[src/rtl/uart_program_loader_if.sv]
// Bundle between the UART program loader and whoever drives it: serial input
// and frame options in, processor-facing instruction read port and load status
// out, plus the two FSM states for observation.
interface uart_program_loader_if #(
    parameter int AW = 4,   // instruction address width
    parameter int CW = 5    // loaded word count width (0..DEPTH)
);
    logic          Rx;
    logic          include_parity;
    logic          parity_type;
    logic [AW-1:0] ProgramAddress;
    logic [9:0]    instruction_data;
    logic          cpu_rst_n;
    logic          load_done;
    logic          load_error;
    logic [CW-1:0] loaded_count;
    logic [2:0]    dbg_loader_state;
    logic [2:0]    dbg_rx_state;

    // Loader side
    modport slave (
        input  Rx, include_parity, parity_type, ProgramAddress,
        output instruction_data, cpu_rst_n, load_done, load_error,
               loaded_count, dbg_loader_state, dbg_rx_state
    );

    // Environment side (serial source and processor)
    modport master (
        output Rx, include_parity, parity_type, ProgramAddress,
        input  instruction_data, cpu_rst_n, load_done, load_error,
               loaded_count, dbg_loader_state, dbg_rx_state
    );
endinterface

[src/rtl/uart_program_loader.sv]
// UART program loader: receives a framed program (0xA5, word count N, then N
// hi/lo byte pairs) over a serial line and writes it into a 16x10 instruction
// RAM. The processor is held in reset until a full, error-free load finishes.
//
// Internal byte handshake: the receiver raises exactly one of byte_valid or
// byte_err for a single cycle at the stop-bit sample, with byte_data stable in
// that cycle. There is no backpressure; the loader consumes every pulse in the
// cycle it appears.
module uart_program_loader #(
    parameter int CLKS_PER_BIT = 5208,
    parameter int DEPTH        = 16
) (
    input  logic                  clk,
    input  logic                  rst_n,
    uart_program_loader_if.slave  bus
);
    localparam int AW    = $clog2(DEPTH);
    localparam int CW    = $clog2(DEPTH + 1);
    localparam int CNT_W = $clog2(CLKS_PER_BIT);
    localparam logic [CNT_W-1:0] BIT_LAST  = CNT_W'(CLKS_PER_BIT - 1);
    localparam logic [CNT_W-1:0] HALF_LAST = CNT_W'(CLKS_PER_BIT / 2 - 1);
    localparam logic [7:0]       SYNC_BYTE = 8'hA5;
    localparam logic [7:0]       MAX_WORDS = 8'(DEPTH);

    typedef enum logic [2:0] {
        RX_IDLE      = 3'd0,
        RX_START     = 3'd1,
        RX_DATA      = 3'd2,
        RX_PARITY    = 3'd3,
        RX_STOP      = 3'd4,
        RX_WAIT_HIGH = 3'd5
    } rx_state_t;

    typedef enum logic [2:0] {
        LD_WAIT_SYNC  = 3'd0,
        LD_WAIT_COUNT = 3'd1,
        LD_WAIT_HI    = 3'd2,
        LD_WAIT_LO    = 3'd3,
        LD_DONE       = 3'd4
    } ld_state_t;

    // ---------------------------------------------------------------- Rx sync
    logic rx_meta_q, rx_s_q, rx_prev_q;
    logic rx_fall;

    // Two-flop synchronizer plus one delayed copy for falling-edge detection
    always_ff @(posedge clk or negedge rst_n) begin
        if (!rst_n) begin
            rx_meta_q <= 1'b1;
            rx_s_q    <= 1'b1;
            rx_prev_q <= 1'b1;
        end else begin
            rx_meta_q <= bus.Rx;
            rx_s_q    <= rx_meta_q;
            rx_prev_q <= rx_s_q;
        end
    end

    assign rx_fall = rx_prev_q & ~rx_s_q;

    // ---------------------------------------------------------------- receiver
    rx_state_t        rx_state_q, rx_state_d;
    logic [CNT_W-1:0] cnt_q, cnt_d;
    logic [2:0]       bit_idx_q, bit_idx_d;
    logic [7:0]       shreg_q, shreg_d;
    logic             par_en_q, par_en_d;
    logic             par_type_q, par_type_d;
    logic             par_bit_q, par_bit_d;
    logic             byte_valid, byte_err;
    logic [7:0]       byte_data;

    // Receiver state and datapath registers
    always_ff @(posedge clk or negedge rst_n) begin
        if (!rst_n) begin
            rx_state_q <= RX_IDLE;
            cnt_q      <= '0;
            bit_idx_q  <= '0;
            shreg_q    <= '0;
            par_en_q   <= 1'b0;
            par_type_q <= 1'b0;
            par_bit_q  <= 1'b0;
        end else begin
            rx_state_q <= rx_state_d;
            cnt_q      <= cnt_d;
            bit_idx_q  <= bit_idx_d;
            shreg_q    <= shreg_d;
            par_en_q   <= par_en_d;
            par_type_q <= par_type_d;
            par_bit_q  <= par_bit_d;
        end
    end

    // Receiver next state: mid-start recheck, then one sample per bit period
    always_comb begin
        rx_state_d = rx_state_q;
        cnt_d      = cnt_q;
        bit_idx_d  = bit_idx_q;
        shreg_d    = shreg_q;
        par_en_d   = par_en_q;
        par_type_d = par_type_q;
        par_bit_d  = par_bit_q;
        byte_valid = 1'b0;
        byte_err   = 1'b0;
        byte_data  = shreg_q;

        case (rx_state_q)
            RX_IDLE: begin
                cnt_d = '0;
                if (rx_fall) rx_state_d = RX_START;
            end
            RX_START: begin
                if (cnt_q == HALF_LAST) begin
                    cnt_d = '0;
                    if (!rx_s_q) begin
                        // Frame options are frozen here for the whole frame
                        rx_state_d = RX_DATA;
                        bit_idx_d  = '0;
                        par_en_d   = bus.include_parity;
                        par_type_d = bus.parity_type;
                    end else begin
                        rx_state_d = RX_IDLE;  // glitch, not a start bit
                    end
                end else begin
                    cnt_d = cnt_q + 1'b1;
                end
            end
            RX_DATA: begin
                if (cnt_q == BIT_LAST) begin
                    cnt_d   = '0;
                    shreg_d = {rx_s_q, shreg_q[7:1]};  // LSB arrives first
                    if (bit_idx_q == 3'd7) begin
                        rx_state_d = par_en_q ? RX_PARITY : RX_STOP;
                    end else begin
                        bit_idx_d = bit_idx_q + 1'b1;
                    end
                end else begin
                    cnt_d = cnt_q + 1'b1;
                end
            end
            RX_PARITY: begin
                if (cnt_q == BIT_LAST) begin
                    cnt_d      = '0;
                    par_bit_d  = rx_s_q;
                    rx_state_d = RX_STOP;
                end else begin
                    cnt_d = cnt_q + 1'b1;
                end
            end
            RX_STOP: begin
                if (cnt_q == BIT_LAST) begin
                    cnt_d = '0;
                    if (!rx_s_q) begin
                        byte_err   = 1'b1;          // framing error
                        rx_state_d = RX_WAIT_HIGH;
                    end else if (par_en_q && ((^shreg_q ^ par_bit_q) != par_type_q)) begin
                        byte_err   = 1'b1;          // parity error
                        rx_state_d = RX_IDLE;
                    end else begin
                        byte_valid = 1'b1;
                        rx_state_d = RX_IDLE;
                    end
                end else begin
                    cnt_d = cnt_q + 1'b1;
                end
            end
            RX_WAIT_HIGH: begin
                // Line may still be low (break); do not arm until it idles
                if (rx_s_q) rx_state_d = RX_IDLE;
            end
            default: rx_state_d = RX_IDLE;
        endcase
    end

    // ---------------------------------------------------------------- loader
    ld_state_t     ld_state_q, ld_state_d;
    logic [CW-1:0] count_q, count_d;
    logic [AW-1:0] wptr_q, wptr_d;
    logic [1:0]    hi_q, hi_d;
    logic          load_error_q, load_error_d;
    logic          cpu_rst_n_q, cpu_rst_n_d;
    logic          load_done_q, load_done_d;
    logic [CW-1:0] loaded_count_q, loaded_count_d;
    logic          mem_we;
    logic [9:0]    mem_q [DEPTH];

    // Loader state and status registers (all outputs come straight from flops)
    always_ff @(posedge clk or negedge rst_n) begin
        if (!rst_n) begin
            ld_state_q     <= LD_WAIT_SYNC;
            count_q        <= '0;
            wptr_q         <= '0;
            hi_q           <= '0;
            load_error_q   <= 1'b0;
            cpu_rst_n_q    <= 1'b0;
            load_done_q    <= 1'b0;
            loaded_count_q <= '0;
        end else begin
            ld_state_q     <= ld_state_d;
            count_q        <= count_d;
            wptr_q         <= wptr_d;
            hi_q           <= hi_d;
            load_error_q   <= load_error_d;
            cpu_rst_n_q    <= cpu_rst_n_d;
            load_done_q    <= load_done_d;
            loaded_count_q <= loaded_count_d;
        end
    end

    // Loader next state: sync, count, then hi/lo pairs until N words written
    always_comb begin
        ld_state_d     = ld_state_q;
        count_d        = count_q;
        wptr_d         = wptr_q;
        hi_d           = hi_q;
        load_error_d   = load_error_q;
        cpu_rst_n_d    = cpu_rst_n_q;
        load_done_d    = load_done_q;
        loaded_count_d = loaded_count_q;
        mem_we         = 1'b0;

        case (ld_state_q)
            LD_WAIT_SYNC, LD_DONE: begin
                // A sync byte always restarts a load, even over a resident one
                if (byte_valid && byte_data == SYNC_BYTE) begin
                    ld_state_d   = LD_WAIT_COUNT;
                    load_error_d = 1'b0;
                    cpu_rst_n_d  = 1'b0;
                    load_done_d  = 1'b0;
                end
            end
            LD_WAIT_COUNT: begin
                if (byte_err) begin
                    load_error_d = 1'b1;
                    ld_state_d   = LD_WAIT_SYNC;
                end else if (byte_valid) begin
                    if (byte_data != 8'd0 && byte_data <= MAX_WORDS) begin
                        count_d    = CW'(byte_data);
                        wptr_d     = '0;
                        ld_state_d = LD_WAIT_HI;
                    end else begin
                        load_error_d = 1'b1;
                        ld_state_d   = LD_WAIT_SYNC;
                    end
                end
            end
            LD_WAIT_HI: begin
                if (byte_err) begin
                    load_error_d = 1'b1;
                    ld_state_d   = LD_WAIT_SYNC;
                end else if (byte_valid) begin
                    hi_d       = byte_data[1:0];
                    ld_state_d = LD_WAIT_LO;
                end
            end
            LD_WAIT_LO: begin
                if (byte_err) begin
                    load_error_d = 1'b1;
                    ld_state_d   = LD_WAIT_SYNC;
                end else if (byte_valid) begin
                    mem_we = 1'b1;
                    wptr_d = wptr_q + 1'b1;
                    if (CW'(wptr_q) == CW'(count_q - 1'b1)) begin
                        ld_state_d     = LD_DONE;
                        loaded_count_d = count_q;
                        load_done_d    = 1'b1;
                        cpu_rst_n_d    = 1'b1;
                    end else begin
                        ld_state_d = LD_WAIT_HI;
                    end
                end
            end
            default: ld_state_d = LD_WAIT_SYNC;
        endcase
    end

    // Instruction RAM write port; only written while the processor is in reset
    always_ff @(posedge clk or negedge rst_n) begin
        if (!rst_n) begin
            for (int i = 0; i < DEPTH; i++) mem_q[i] <= '0;
        end else if (mem_we) begin
            mem_q[wptr_q] <= {hi_q, byte_data};
        end
    end

    assign bus.instruction_data = mem_q[bus.ProgramAddress];
    assign bus.cpu_rst_n        = cpu_rst_n_q;
    assign bus.load_done        = load_done_q;
    assign bus.load_error       = load_error_q;
    assign bus.loaded_count     = loaded_count_q;
    assign bus.dbg_loader_state = ld_state_q;
    assign bus.dbg_rx_state     = rx_state_q;

endmodule

[src/flat_wrapper.sv]
// flat-port wrapper written by rule: the top's interface ports become plain ports
module uart_program_loader_flat 
#(
    parameter int CLKS_PER_BIT = 5208,
    parameter int DEPTH        = 16
)
  (clk, rst_n, bus_Rx, bus_include_parity, bus_parity_type, bus_ProgramAddress, bus_instruction_data, bus_cpu_rst_n, bus_load_done, bus_load_error, bus_loaded_count, bus_dbg_loader_state, bus_dbg_rx_state);
  uart_program_loader_if bus_i ();
  input  logic clk;
  input  logic rst_n;
  input wire logic [$bits(bus_i.Rx)-1:0] bus_Rx;
  input wire logic [$bits(bus_i.include_parity)-1:0] bus_include_parity;
  input wire logic [$bits(bus_i.parity_type)-1:0] bus_parity_type;
  input wire logic [$bits(bus_i.ProgramAddress)-1:0] bus_ProgramAddress;
  output wire logic [$bits(bus_i.instruction_data)-1:0] bus_instruction_data;
  output wire logic [$bits(bus_i.cpu_rst_n)-1:0] bus_cpu_rst_n;
  output wire logic [$bits(bus_i.load_done)-1:0] bus_load_done;
  output wire logic [$bits(bus_i.load_error)-1:0] bus_load_error;
  output wire logic [$bits(bus_i.loaded_count)-1:0] bus_loaded_count;
  output wire logic [$bits(bus_i.dbg_loader_state)-1:0] bus_dbg_loader_state;
  output wire logic [$bits(bus_i.dbg_rx_state)-1:0] bus_dbg_rx_state;
  assign bus_i.Rx = bus_Rx;
  assign bus_i.include_parity = bus_include_parity;
  assign bus_i.parity_type = bus_parity_type;
  assign bus_i.ProgramAddress = bus_ProgramAddress;
  assign bus_instruction_data = bus_i.instruction_data;
  assign bus_cpu_rst_n = bus_i.cpu_rst_n;
  assign bus_load_done = bus_i.load_done;
  assign bus_load_error = bus_i.load_error;
  assign bus_loaded_count = bus_i.loaded_count;
  assign bus_dbg_loader_state = bus_i.dbg_loader_state;
  assign bus_dbg_rx_state = bus_i.dbg_rx_state;
  uart_program_loader #(.CLKS_PER_BIT(CLKS_PER_BIT), .DEPTH(DEPTH)) u_core (.clk(clk), .rst_n(rst_n), .bus(bus_i));
endmodule
[config.mk]
export PLATFORM = sky130hd
export DESIGN_NAME = uart_program_loader_flat
export DESIGN_NICKNAME = d
export VERILOG_FILES = /design/src/rtl/uart_program_loader_if.sv /design/src/rtl/uart_program_loader.sv /design/src/flat_wrapper.sv
export SDC_FILE = /design/constraint.sdc
export NUM_CORES = 1
export LEC_CHECK = 0
export ABC_AREA = 0
export CELL_PAD_IN_SITES_DETAIL_PLACEMENT = 2
export CELL_PAD_IN_SITES_GLOBAL_PLACEMENT = 2
export CORE_MARGIN = 5
export CORE_UTILIZATION = 34
export DETAILED_ROUTE_END_ITERATION = 7
export GPL_ROUTABILITY_DRIVEN = 0
export PLACE_DENSITY_LB_ADDON = 0.1
export SLEW_MARGIN = 20
export SYNTH_ARGS = -nofsm -noshare
export SYNTH_HDL_FRONTEND = slang
export SYNTH_SLANG_ARGS = --single-unit
[constraint.sdc]
create_clock -name clk -period 3.4 [get_ports clk]
set_clock_uncertainty 0.2 [all_clocks]
set_input_delay 0.34 -clock clk [delete_from_list [all_inputs] [get_ports clk]]
set_output_delay 0.34 -clock clk [all_outputs]
set_load 0.05 [all_outputs]
; ---- Word level (Yosys, flattened, before mapping)
; Cells that the tools add are included.
[classes]
eq_ne = 36
n_lt_le_gt_ge = 4
n_reduce_logical = 28
add_sub_neg = 4
bitwise_logic = 6
mux = 62
[op_table]
columns = op, count
row1 = $bwmux 160, 1
row2 = $mux 3, 21
row3 = $bmux 10 s4, 1
row4 = $demux 10 s4, 1
row5 = $pmux 13 s3, 1
row6 = $mux 10, 3
row7 = $mux 13, 2
row8 = $ne 2x1->1 const B, 13
row9 = $mux 4, 5
row10 = $mux 1, 19
row11 = $pmux 3 s6, 1
row12 = $reduce_and 5->1, 3
row13 = $add 13x1->13 const B, 1
row14 = $eq 13x12->1 const B, 1
row15 = $eq 13x13->1 const B, 1
row16 = $eq 3x2->1 const B, 4
row17 = $eq 3x3->1 const B, 4
row18 = $pmux 3 s4, 1
row19 = $reduce_and 4->1, 3
row20 = $ge 5x5->1 const B, 2
row21 = $not 4->5, 2
row22 = $ne 3x1->1 const B, 3
row23 = $eq 8x8->1 const B, 1
row24 = $le 8x5->1 const B, 1
row25 = 29 further kinds, 45
[totals]
regBits = 214
input_bits = 9

; ---- Depth between registers and ports, before layout
; Gate-level depths: netlist of run 1.
[logic_depth]
depth_word = 11
mapped_depth = 9
ltp_nobuf = 7

; ---- Worst setup path before layout of run 1
; No wires, ideal clock.
[synth_path]
path_type = register to register
startpoint = register u_core.shreg_q[1], in the netlist u_core.byte_data[1]
endpoint = register u_core.mem_q[0] (netlist bit)
arrival_ps = 2652
t_required_ps = 3075
path_stages_with_launch = 10
synth_period_minus_slack_ps = 2977
setup_slack_ps = 423
setup_ps = 125
path_cell_list = dfrtp_1 clkbuf_1 inv_1 ha_1 xnor2_1 xnor3_2 a2111oi_4 and2_1 buf_6 mux2_4
[synth_between]
elab_chain_len = 11
elab_cells_between_ends = 15
classes_between = 1 x eq/ne / 11 x mux / 1 x bitwise / 2 x reduce/logical
[synth_rtl]
columns = item, line_no
row1 = "start, declared", uart_program_loader.sv:65  ; logic [7:0] shreg_q, shreg_d;
row2 = "start signal, assigned", uart_program_loader.sv:86  ; shreg_q <= shreg_d;
row3 = $reduce_xor 8->1 (*), uart_program_loader.sv:155  ; end else if (par_en_q && ((^shreg_q ^ par_bit_q) != par_type_q)) begin
row4 = $xor 1x1->1 (*), uart_program_loader.sv:155
row5 = $ne 1x1->1 (*), uart_program_loader.sv:155
row6 = $logic_and 1x1->1 (*), uart_program_loader.sv:155
row7 = $mux 1, uart_program_loader.sv:155
row8 = $mux 1, uart_program_loader.sv:152  ; if (!rx_s_q) begin
row9 = $mux 1, uart_program_loader.sv:150  ; if (cnt_q == BIT_LAST) begin
row10 = $mux 1, uart_program_loader.sv:106  ; case (rx_state_q)
row11 = $mux 1, uart_program_loader.sv:259  ; end else if (byte_valid) begin
row12 = $mux 1 (*), uart_program_loader.sv:256  ; if (byte_err) begin
row13 = $mux 1 (*), uart_program_loader.sv:221  ; case (ld_state_q)
row14 = "end signal, assigned by index", uart_program_loader.sv:281  ; mem_q[wptr_q] <= {hi_q, byte_data};
row15 = "end, declared", uart_program_loader.sv:184  ; logic [9:0] mem_q [DEPTH];
; Every way passes the cells marked *; elsewhere a longest branch is shown, timed or not.
; A chain may end at the register's enable or synchronous reset.

; ---- Final worst setup path of run 1
[layout_path]
startpoint = register u_core.shreg_q[3], in the netlist u_core.byte_data[3]
endpoint = register u_core.mem_q[106] (netlist bit)
; Same word-level chain as after synthesis.

==> impl_metrics.yaml, run 1 <==
setup_path:
  setup.worst_path.end_class: "flop"
  path_max_fanout: 10
  critical_path_class: "reg2reg"
  worstSetupStartpointType: "flop"
  critPathRequiredTime_ps: 3600
  timing.critical_path.arrival_ps: 3390
yosys:
  yosysMostFrequentCell: "sky130_fd_sc_hd__dfrtp_1"
  synth_async_sr_flop_share: 1.000
  synth.net_count: 779
  number_of_flops_mapped_to_enable_cells_by_yosys: 0
  syn-cell-area_sq_um: 10530
  netlist_top_cells_count: "211 x sky130_fd_sc_hd__dfrtp_1, 133 x sky130_fd_sc_hd__mux2_2, 50 x sky130_fd_sc_hd__mux4_2, 39 x sky130_fd_sc_hd__nand2_1, 29 x sky130_fd_sc_hd__mux2_1"
  postSynthAreaPerCell_sq_um: 14.00
  synth.ff_latch_count: 214
  syn-instance-count: 752
  synth_seq_area_share: 0.5090
  synth-main-ff-cell: "sky130_fd_sc_hd__dfrtp_1"
  ys_top_cells_by_area: "sky130_fd_sc_hd__dfrtp_1 50%, sky130_fd_sc_hd__mux2_2 14%, sky130_fd_sc_hd__mux4_2 11%"
  yosys_warnings: 0
  yosysTopAreaCell: "sky130_fd_sc_hd__dfrtp_1"
  synth_top_area_frac: 0.5015
  synth.lib_cells_used.distinct: 72
timing:
  post-route-min-period_ps: 3189
  timing.final.hold_violations: 0
  timing.hold.ws_ps: 25.20
  setup_violations: 0
  grt_setup_unrepaired: "false"
  worst_slew_pin_slew_ps: 938.3
  fin_crit_sh: 0.9378
  finalMaxSlewViolations: 0
  setup-tns-final_ps: 0
  slew_headroom: 0.3583
  achievable-frequency_mhz: 313.6
floorplanning:
  floorplan.die.width_um: 186.0
  die_height_um: 186.0
  start_util: 0.3442
  standard_cell_row_count: 64
  die-area_sq_um: 34590
  floorplan.io_pins: 33
  placeableCoreArea_sq_um: 30590
grt:
  grt_antenna_before_repair: 0
  first_global_vias: 7661
  overflow: 0
  grt_util_all_layers: 0.1684
  grt_pass1_wl_um: 45410
  grt_start_max_net_pins: 134
drt:
  drt_first_iter_violations: 197
  drt_drc_violations_left: 0
  detail_route.first_pass.iterations: 4
  average_via_count_per_standard_cell: 5.362
  drt-wirelength-per-cell_um: 23.27
  final_antenna_net_count: 0
  vias: 6488
  wirelength_um: 28160
final_layout:
  final_nets: 823
  area.growth.synth_to_final_pct: 16.28
  fillCellCount: 3027
  layout-drive-gt1-share: 0.3710
  antennaDiodeCount: 0
power:
  totalPowerFinal_mw: 6.011
  pwr_density_cell_nw_per_um2: 491.0
  power.static_leakage_nw: 5.697
  worst_ir_drop_vdd_mv: 0.2800
placed_design:
  io_buffer_count: 32
  place.detailed.hpwl_um: 18930
clocking:
  tritoncts.num_buffers: 26
  max_h_tree_level: 1
  ctsLongestPathBuffers: 3
  cts_root_buffer: "sky130_fd_sc_hd__clkbuf_16"
  worst_setup_hold_path_clk_slew_ps: 60
  tritoncts: "yes"
  worstSkewPairLatency_ps: 520
  postCtsSetupBuffers: 0
  cts.sinks: 214
hold_path:
  worstHoldPathType: "in2reg"
flow_run:
  max_cap_viol_count: 0
outcome:
  outcome: "finished clean"
[registers in the layout, indices dropped and copies added, names as in the netlist, 3 cells and up]
name                         count
u_core.mem_q                   160
u_core.cnt_q                    13
u_core.byte_data                 8
u_core.bus.loaded_count          5
u_core.count_q                   5
u_core.wptr_q                    4
u_core.bit_idx_q                 3
u_core.bus.dbg_loader_state      3
u_core.bus.dbg_rx_state          3
[worst max-delay path, cell delays in order, from the launching register on]
cell	delay, ps
sky130_fd_sc_hd__dfrtp_1	370
sky130_fd_sc_hd__inv_1	110
sky130_fd_sc_hd__ha_1	250
sky130_fd_sc_hd__xnor2_1	260
sky130_fd_sc_hd__xnor3_2	600
sky130_fd_sc_hd__a21oi_1	320
sky130_fd_sc_hd__nand2_1	500
sky130_fd_sc_hd__mux2_2	460
[where the power goes]
part | switching (mW) | internal (mW)
combinational | 0.339 | 0.192
sequential | 0.0372 | 2.58
clock | 1.07 | 1.79
total | 1.45 | 4.56
[cells by family after synthesis]
logic type	count (synthesis)	share of synthesized area
xor gates and xnor gates	17	0.01771
adders and majority gates	18	0.02139
buffers and inverters	71	0.03185
and+or+nand+nor	139	0.07689
AOI/OAI and AO/OA	70	0.04778
muxes	223	0.2954
DFF	214	0.5090
[per-layer routing]
| layer | global-route usage | up-vias | wire (um) | share of wire |
|---|---|---|---|---|
| met2 | 0.3022 | 76 | 14440 | 0.51 |
| li1 | - | 2861 | - | - |
| met5 | 0 | - | 0 | 0 |
| met3 | 0.02130 | 33 | 641 | 0.023 |
| met4 | 0.03323 | 0 | 559 | 0.020 |
| met1 | 0.2200 | 3518 | 12520 | 0.44 |
[metrics by stage]
step	instances	cell area [sq um]	utilization	worst slack, ps
2_1_floorplan	752	10530	-	423.4
4_1_cts	1210	12240	0.4002	55.54
6_report	1210	12240	0.4002	211.4
3_5_place_dp	1163	11340	0.3707	74.30
5_1_grt	1210	12240	0.4002	19.50
3_3_place_gp	1163	11340	0.3707	155.2
[cell usage in the layout (no fill, tap or decap), drive strengths merged, types with 3 or more instances in the layout]
cell type,instances
nand2,41
mux2,172
clkdlybuf4s50,19
xnor2,11
nand3,12
clkbuf,42
clkinv,3
inv,22
dfstp,3
a21oi,7
dfrtp,211
and3,5
nor2b,7
nand4,10
a22o,3
o21ai,26
a31oi,7
xor2,4
nor2,22
buf,44
nor3,7
and4,4
and2,7
a2111oi,3
nor4b,6
ha,18
nor3b,4
o2111ai,3
nor4bb,3
mux4,50
[final timing paths]
path                                           from                end  slack (ps)  cells after the start
worst min register to register     u_core.rx_meta_q      u_core.rx_s_q         150                      0
worst max register to register  u_core.byte_data[3]  u_core.mem_q[106]         210                      7
max in group asynchronous                     rst_n    u_core.cnt_q[5]        1740                      3
worst max-delay path            u_core.byte_data[3]  u_core.mem_q[106]         210                      7
worst min-delay path                         bus_Rx   u_core.rx_meta_q          30                      1
min in group asynchronous                     rst_n  u_core.mem_q[152]         130                      2
[area by class of cell]
| cell class | count | area, sq um | share of cell area |
|---|---|---|---|
| clock buffer | 41 | 818.3 | 0.06684 |
| clock inverter | 5 | 75.07 | 0.006132 |
| inverter | 22 | 82.58 | 0.006745 |
| multi-input combinational | 467 | 4836 | 0.3950 |
| sequential | 214 | 5359 | 0.4377 |
| tap | 396 | 495.5 | 0.04047 |
| timing repair buffer | 65 | 576.8 | 0.04711 |
[timing repair]
action,in CTS,in global routing
hold buffers,1,0
setup endpoints to repair,0,10
endpoints found under the hold margin,44,0
gates resized for setup,0,1
Note: power is estimated with default switching activity, not from simulation.
==> run 2, diff against run 1 <==
Settings changed: CAP_MARGIN from default to 20.
==> results of run 2 <==
The final DEF is identical to that of run 1; final timing and power are the same.
==> run 3, diff against run 2 <==
Settings changed: PLACE_DENSITY from default to 0.72, PLACE_DENSITY_LB_ADDON 0.1 to default.
==> run 3 against run 2 <==
Effect of this change: global-route usage fell by 0.54 points; clock-buffer cell count fell by 7; fmax fell by 2.2%; first-iteration DRC count rose by 43%; design area fell by 0.12%; utilization barely moved; non-clock buffer count rose by 2; critical path depth did not move.
==> impl_metrics.yaml, run 3 (synthesis results as in run 1) <==
timing:
  layout_setup_ws_ps: 140.5
  setup_violations: 0
  achievable-frequency_mhz: 306.8
  slew_headroom: 0.4362
  post-route-min-period_ps: 3259
  timing.final.hold_violations: 0
  fin_crit_sh: 0.9587
  setup-tns-final_ps: 0
  finalMaxSlewViolations: 0
  worst_slew_pin_slew_ps: 824.4
  grt_setup_unrepaired: "false"
setup_path:
  timing.critical_path.max_delay_family: "XOR/XNOR gates"
  crit-reg2reg-capture: "u_core.mem_q[84]"
  timing.reg2reg.worst_path_depth: 7
  critPathRequiredTime_ps: 3600
  timing.critical_path.arrival_ps: 3460
  critical_path_class: "reg2reg"
  cp_slowest_stage_delay_ps: 580
  crit_chain: "inv_1 -> ha_1 -> xnor2_1 -> xnor3_2 -> a2111oi_4 -> and2_1 -> mux2_2"
  regToRegStartpoint: "u_core.byte_data[3]"
  worstSetupStartpointType: "flop"
  setup.worst_path.end_class: "flop"
  crit_buf_inv: 1
  path_max_fanout: 10
  ff2ff_setup_slack_ps: 140
  crit_path_start: "u_core.byte_data[3]"
  cp_slowest_cell: "sky130_fd_sc_hd__xnor3_2"
final_layout:
  final_cell_area_sq_um: 12230
  layout.cells.most_common: "sky130_fd_sc_hd__dfrtp_1"
  final_cells: 1212
  fillCellCount: 3056
  largest_register_ff_count: 160
  antennaDiodeCount: 0
  most-common-layout-cells: "211 x sky130_fd_sc_hd__dfrtp_1, 133 x sky130_fd_sc_hd__mux2_2, 50 x sky130_fd_sc_hd__mux4_2"
  largest_registers: "u_core.mem_q (160), u_core.cnt_q (13), u_core.byte_data (8)"
  final_nets: 824
  largest_register: "u_core.mem_q"
  area.growth.synth_to_final_pct: 16.14
  register_area_sq_um: 5359
  multiInputGateArea_sq_um: 4835
  layout-drive-gt1-share: 0.3725
power:
  power.combinational.fraction: 0.089
  pwr_density_cell_nw_per_um2: 484.4
  power.static_leakage_nw: 5.687
  clock_power_share: 0.469
  power.internal_mw: 4.465
  totalPowerFinal_mw: 5.923
  power_switching_mw: 1.458
  p_seq_frac: 0.442
  power.share.switching: 0.2462
  worst_ir_drop_vdd_mv: 0.3380
hold_path:
  hold_start: "bus_Rx"
  hold_path_end: "u_core.rx_meta_q"
  cell_count_of_the_worst_hold_path: 1
  worstHoldPathType: "in2reg"
flow_run:
  max_cap_viol_count: 0
clocking:
  cts_root_buffer: "sky130_fd_sc_hd__clkbuf_16"
  cts.sinks: 214
  ctsLongestPathBuffers: 3
  max_h_tree_level: 1
  tritoncts: "yes"
  worst_setup_hold_path_clk_slew_ps: 60
  postCtsSetupBuffers: 0
  worstSkewPairLatency_ps: 520
  tritoncts.num_buffers: 25
placed_design:
  preCtsSetupSlack_ps: 145.8
  dpl-instance-area_sq_um: 11370
  place.detailed.hpwl_um: 18160
  io_buffer_count: 32
  post-place-cells: 1165
floorplanning:
  floorplan.die.width_um: 186.0
  placeableCoreArea_sq_um: 30590
  floorplan.io_pins: 33
  die_height_um: 186.0
  die-area_sq_um: 34590
  start_util: 0.3442
  standard_cell_row_count: 64
grt:
  grt_antenna_before_repair: 0
  first_global_vias: 7390
  grt_util_all_layers: 0.1629
  overflow: 0
  grt_pass1_wl_um: 44330
  grt_start_max_net_pins: 81
drt:
  detail_route.first_pass.iterations: 4
  average_via_count_per_standard_cell: 5.320
  vias: 6448
  final_antenna_net_count: 0
  drt_drc_violations_left: 0
  drt-wirelength-per-cell_um: 22.55
  wirelength_um: 27330
  drt_first_iter_violations: 282
outcome:
  outcome: "finished clean"
## run 3: cell count changes in the layout (fill, tap and decap cells not counted)
cell,before,now
sky130_fd_sc_hd__buf_4,39,40
sky130_fd_sc_hd__clkinvlp_4,0,1
sky130_fd_sc_hd__clkinv_2,3,7
sky130_fd_sc_hd__inv_6,0,1
sky130_fd_sc_hd__buf_12,3,4
sky130_fd_sc_hd__bufinv_16,2,3
sky130_fd_sc_hd__and2_2,1,0
sky130_fd_sc_hd__clkbuf_1,5,4
sky130_fd_sc_hd__buf_8,0,1
sky130_fd_sc_hd__clkbuf_8,10,5
sky130_fd_sc_hd__and2_1,6,7
sky130_fd_sc_hd__clkbuf_16,27,25
## run 3: layer usage
metal,GRT usage,routed length [um]
met1,0.2274,12680
met4,0.03468,473
met2,0.2745,13520
met3,0.02052,646
met5,0,0
## run 3: worst max-delay path by stage
stage	to	slack (ps)	cells past startpoint
floorplan	u_core.mem_q[0]	420	9
global placement	u_core.mem_q[88]	250	7
detailed placement	u_core.mem_q[80]	150	7
CTS	u_core.mem_q[86]	130	7
global route	u_core.mem_q[84]	2	7
finish	u_core.mem_q[84]	140	7
## run 3: final cells by class
type / count / area share
Timing Repair Buffer: 67 / 0.04952
Sequential cell: 214 / 0.4382
Clock buffer: 34 / 0.05802
Clock inverter: 12 / 0.01156
Multi-Input combinational cell: 467 / 0.3954
Inverter: 22 / 0.006753
Tap cell: 396 / 0.04052
## run 3: repair_timing
item                                   4_1_cts  5_1_grt
gates resized for setup                      0        0
hold buffers                                 1        0
endpoints found under the hold margin       73        0
## run 3: power by group through the flow
stage	clock network (mW)	logic, mW	registers [mW]
floorplan	0	0.293	2.71
global placement	0	0.529	2.66
detailed placement	0	0.540	2.66
CTS	2.86	0.543	2.62
global route	2.99	0.585	2.62
finish	2.78	0.529	2.62
## run 3: metrics by stage
| stage | utilization | hold WS (ps) |
|---|---|---|
| finish | 0.3997 | 35.81 |
| global route | 0.3997 | 31.90 |
| CTS | 0.3997 | 13.00 |
| detailed placement | 0.3716 | 149.3 |
| global placement | 0.3716 | 148.3 |
| floorplan | - | -155.6 |
